## src/rtl/operand_loader.sv

```systemverilog
// operand_loader: gathers three serial words into a stable operand set for the arithmetic stage
module operand_loader #(
  parameter int W     = 14,
  parameter int CNT_W = 8
) (
  input  logic             clk,
  input  logic             i_rst_n,
  input  logic [W-1:0]     i_data,
  input  logic             i_valid,
  output logic             o_ready,
  input  logic             i_ack,
  input  logic             i_flush,
  output logic [W-1:0]     o_a,
  output logic [W-1:0]     o_b,
  output logic [W-1:0]     o_c,
  output logic             o_valid,
  output logic [CNT_W-1:0] o_sets
);
  typedef enum logic [1:0] {S_A, S_B, S_C, S_HOLD} state_t;
  state_t state, state_nxt;
  logic   ld_a, ld_b, ld_c, ack_set;
  assign o_ready = state != S_HOLD;
  // next state and load strobes; a flush forces S_A and suppresses every load and ack
  always_comb begin
    state_nxt = S_A;
    ld_a      = 1'b0;
    ld_b      = 1'b0;
    ld_c      = 1'b0;
    ack_set   = 1'b0;
    if (!i_flush)
      case (state)
        S_A: begin
          ld_a      = i_valid;
          state_nxt = i_valid ? S_B : S_A;
        end
        S_B: begin
          ld_b      = i_valid;
          state_nxt = i_valid ? S_C : S_B;
        end
        S_C: begin
          ld_c      = i_valid;
          state_nxt = i_valid ? S_HOLD : S_C;
        end
        S_HOLD: begin
          ack_set   = i_ack;
          state_nxt = i_ack ? S_A : S_HOLD;
        end
        default: state_nxt = S_A;
      endcase
  end
  // state, operand and set-counter registers; o_valid mirrors the next state being S_HOLD
  always_ff @(posedge clk or negedge i_rst_n) begin
    if (!i_rst_n) begin
      state   <= S_A;
      o_a     <= '0;
      o_b     <= '0;
      o_c     <= '0;
      o_valid <= 1'b0;
      o_sets  <= '0;
    end else begin
      state   <= state_nxt;
      o_valid <= state_nxt == S_HOLD;
      if (i_flush) begin
        o_a <= '0;
        o_b <= '0;
        o_c <= '0;
      end else begin
        if (ld_a) o_a <= i_data;
        if (ld_b) o_b <= i_data;
        if (ld_c) o_c <= i_data;
      end
      if (ack_set) o_sets <= o_sets + 1'b1;
    end
  end
endmodule

```

## config.mk

```make
export PLATFORM = sky130hd
export DESIGN_NAME = operand_loader
export DESIGN_NICKNAME = d
export VERILOG_FILES = /design/src/rtl/operand_loader.sv
export SDC_FILE = /design/constraint.sdc
export NUM_CORES = 1
export LEC_CHECK = 0
export ABC_AREA = 1
export BUFFER_PORTS_ARGS = -buffer_cell sky130_fd_sc_hd__buf_2
export CORE_MARGIN = 2
export CORE_UTILIZATION = 40
export CTS_BUF_LIST = sky130_fd_sc_hd__clkbuf_8
export DETAILED_ROUTE_END_ITERATION = 8
export PLACE_DENSITY = 0.69
export SLEW_MARGIN = 20
export SYNTH_ARGS = -nofsm -noshare
export SYNTH_HDL_FRONTEND = slang
export SYNTH_SLANG_ARGS = --single-unit
```

## constraint.sdc

```tcl
create_clock -name clk -period 2.27 [get_ports clk]
set_input_delay 0.454 -clock clk [delete_from_list [all_inputs] [get_ports clk]]
set_output_delay 0.454 -clock clk [all_outputs]
set_load 0.03 [all_outputs]
```

==> reports/results.txt <==
The flow ran to the end, and the final reports show no timing, DRC or antenna violations. Setup repair after global routing left no endpoint under its margin. The highest attainable clock frequency was 632 MHz.

The run gives 26 as the maximum number of pins on one net before global-route repair. For flop-to-flop paths, the worst setup slack is 850 ps. The number of detailed-routing iterations run before antenna repair was 4; the number of distinct library cells after synthesis was 20. After synthesis, the share of cell area in mux cells is 0%.

Once the floorplan was initialized, standard cells occupied 40.7% of the core. The number of nets with antenna violations after routing is 0. The number of filler instances in the final layout was 579.

Leading cell type by number of instances after synthesis: sky130_fd_sc_hd__nand2_1. Of the available clock period, the critical path in the final layout requires 69.7%. The power per cell area is 725 nW/um^2, and the post-cts resize count is 0. The minimum setup slack after placement was 704 ps.

Summed over all nets, the switching power comes to 0.000692 W. After synthesis, the largest family of logic cells by area is simple AND/OR/NAND/NOR gates. At the end of the flow, the number of nets in the layout was 378. The growth of design area from synthesis to finish works out to 20.8%. Using the TritonRoute via totals, the vias-per-cell ratio works out to 4.70. Total number of yosys warnings: 0. After layout, the worst setup slack is 689 ps. The internal power of the cells totals 0.00140 W. After technology mapping, the gate count stands at 288. The worst-case IR drop observed on VDD is 0.000381 V.

TritonCTS built the clock tree. Dividing the detail-routed wire length by the instance count gives 13.2 um. Counting every net in the synthesized netlist gives 308.

Of the cells placed in the final design, the portion with a size suffix greater than 1 is 26.3%. The worst-margin pin slew is 576 ps, and the relative contribution of sequential cells to total power is 52.0%. Max-cap violations in this run came to 0. The tools report the final-report setup violation count as 0. The floorplan step set the die height to 81.2 um.

Remaining global-route overflow: 0. In the synthesized netlist, the cells that appear most often are sky130_fd_sc_hd__nand2_1, sky130_fd_sc_hd__dfrtp_1, sky130_fd_sc_hd__nand3_1. In this run the standard cell core region covers 5850 um^2.

The detailed router placed 2033 vias in this run. The worst setup path is launched from a flip-flop. The logs give 6590 um^2 for the die area and 97 for the initial detailed-routing violation count. The part of the power in the clock network is 25.0%, and the relative contribution of combinational cells to total power is 23.0%. STA classifies the critical path endpoint as an output port. The number of failing hold endpoints at the final stage was 0; the post-synth design cell area was 2380 um^2. Via count of the first global-routing pass: 1985.

The number of antenna diodes in the final layout is 0. Of the total synthesized cell area, the portion taken by XOR and XNOR cells is 1.47%. Clock skew on the completed layout was measured at 4.95 ps. The final layout contains routed wiring with a total length of 5700 um.

Share of synthesized area occupied by flip-flops and latches: 55.6%. The tools report the cell at the root of the clock tree as sky130_fd_sc_hd__clkbuf_8. The setup path with the least slack is of type reg2out. The synthesized-area fraction occupied by adder cells was 0.525%. After legalization and detailed placement, the total HPWL measured 4020 um. The fraction of power spent switching nets was 33.1%. Buffers added to address setup during post-CTS repair amount to 0. The number of hold buffers added after CTS was 0. Post-layout minimum cycle time: 1580 ps. The area share of the largest cell type after synthesis is 55.6%, and the proportion of synthesized flip-flops having asynchronous set or reset is 100%. The cell type with the largest total area after synthesis was sky130_fd_sc_hd__dfrtp_1. A synthesized cell averages 8.28 um^2.

The run gives 0 as the count of unresolved DRC violations after routing. The total number of placement rows came out at 28. The max-slew violation count came out at 0.

Pin placement for this block handled 71 I/O pins. In this run the tool buffered the top-level ports with 70 buffer cells. The congestion estimate from routability-driven global placement came to 0.793.

The initial antenna violation count is 0, and the register bit total from synthesis is 53. The synthesized design contains 0 enable-type register cells. After synthesis, the cell types taking the most area are sky130_fd_sc_hd__dfrtp_1, sky130_fd_sc_hd__nand2_1, sky130_fd_sc_hd__nand3_1.

The total track usage was 18.9%. The x dimension of the die came out at 81.2 um. Clock-pin slew was measured on the worst setup and hold paths at 90 ps. Clock tree synthesis found a total of 53 sinks.

The global-route wire length before repair came out at 9530 um. For the latest clock arrival within the worst-skew pair, the log shows 300 ps. Summing the areas of all and, or, nand and nor instances in the mapped netlist gives 35.1% of the synthesized area. CTS built an H-tree with a depth of 2.

The longest clock path from root to sink contains 2 buffers. The synthesized netlist devotes 0.472% of its cell area to compound gates. The tightest slew margin relative to the limit came out at 61.6%. The static leakage is 1.75 nW, and the arrival time at the worst endpoint is 1130 ps.

The tools report the number of buffers created by CTS as 5. Most frequently used flop master after synthesis: sky130_fd_sc_hd__dfrtp_1. Adding up every negative setup slack in the final design gives 0 ps.

Of all nets on the critical path, the largest fanout is 6. At the worst endpoint, the required time is 1820 ps. In this run the worst hold path is classified as in2async.
## power groups by stage
stage,clock network [W],registers (W),logic (W)
final,0.000522,0.00109,0.000479
after global routing,0.000575,0.00110,0.000527
after CTS,0.000540,0.00109,0.000485
after detailed placement,0,0.00110,0.000483
after global placement,0,0.00110,0.000480
after floorplan,0,0.00126,0.000160
## cells in the final DEF, fill, tap and decap left out
cell,instances
sky130_fd_sc_hd__nor2_1,23
sky130_fd_sc_hd__or2_1,1
sky130_fd_sc_hd__inv_2,2
sky130_fd_sc_hd__clkbuf_8,6
sky130_fd_sc_hd__xnor2_1,2
sky130_fd_sc_hd__nand3_1,45
sky130_fd_sc_hd__nand2_1,114
sky130_fd_sc_hd__a31oi_1,1
sky130_fd_sc_hd__nand2_4,2
sky130_fd_sc_hd__nor2_8,1
sky130_fd_sc_hd__ha_1,1
sky130_fd_sc_hd__nor2_2,1
sky130_fd_sc_hd__nand2_2,5
sky130_fd_sc_hd__o21ai_1,1
sky130_fd_sc_hd__nand3_2,1
sky130_fd_sc_hd__buf_4,6
sky130_fd_sc_hd__inv_1,21
sky130_fd_sc_hd__dfrtp_1,53
sky130_fd_sc_hd__buf_2,70
sky130_fd_sc_hd__xor2_1,2
## cell families (layout without fill, tap and decap cells)
logic type | Yosys count | count (layout)
fa+ha+maj | 1 | 1
simple gates | 193 | 193
compound gates | 2 | 2
xor+xnor | 4 | 4
flops | 53 | 53
buf+inv | 35 | 105
## area by class of cell
class	instances	area [um^2]	share of cell area, %
sequential	53	1330	46.1
timing repair buffer	76	395	13.7
inverter	22	82.6	2.87
multi-input combinational	200	895	31.1
clock buffer	6	82.6	2.87
clock inverter	1	3.75	0.130
tap	75	93.8	3.26
## routing by layer
| layer | routed length, um | global-route usage, % | vias to the layer above |
|---|---|---|---|
| li1 | - | - | 1025 |
| met1 | 2560 | 25.1 | 952 |
| met2 | 2790 | 31.3 | 54 |
| met3 | 318 | 4.33 | 2 |
| met4 | 21 | 4.58 | 0 |
| met5 | 0 | 0 | - |
## state kept, by name, indices dropped and copies added, names as in the netlist
register / cells
o_a: 14
o_b: 14
o_c: 14
o_sets: 8
o_valid: 1
state: 2
## critical path: stages (launching register included)
cell and delay [ps]:
sky130_fd_sc_hd__dfrtp_1 470, sky130_fd_sc_hd__nand2_4 150, sky130_fd_sc_hd__buf_2 210
## per-stage QoR
step | instances | cell area (um^2) | utilization (%) | power (W) | hold slack, ps
detailed placement | 426 | 2790 | 47.7 | 0.00159 | 487
CTS | 433 | 2880 | 49.2 | 0.00211 | 160
global route | 433 | 2880 | 49.2 | 0.00220 | 189
floorplan | 288 | 2380 | - | 0.00142 | 158
finish | 433 | 2880 | 49.2 | 0.00209 | 141
global placement | 426 | 2790 | 47.7 | 0.00158 | 480
## path summary, 6_finish.rpt
| kind | endpoint | cells past startpoint | from |
|---|---|---|---|
| min in group clk | o_c[10] | 5 | i_data[10] |
| worst min-delay path | o_valid | 1 | i_rst_n |
| max in group asynchronous | o_c[8] | 2 | i_rst_n |
| worst max-delay path | o_ready | 2 | state[0] |
| worst min register to register | o_a[0] | 2 | o_a[0] |
| worst max register to register | o_a[11] | 5 | state[0] |
Note: power is estimated with default switching activity, not from simulation.
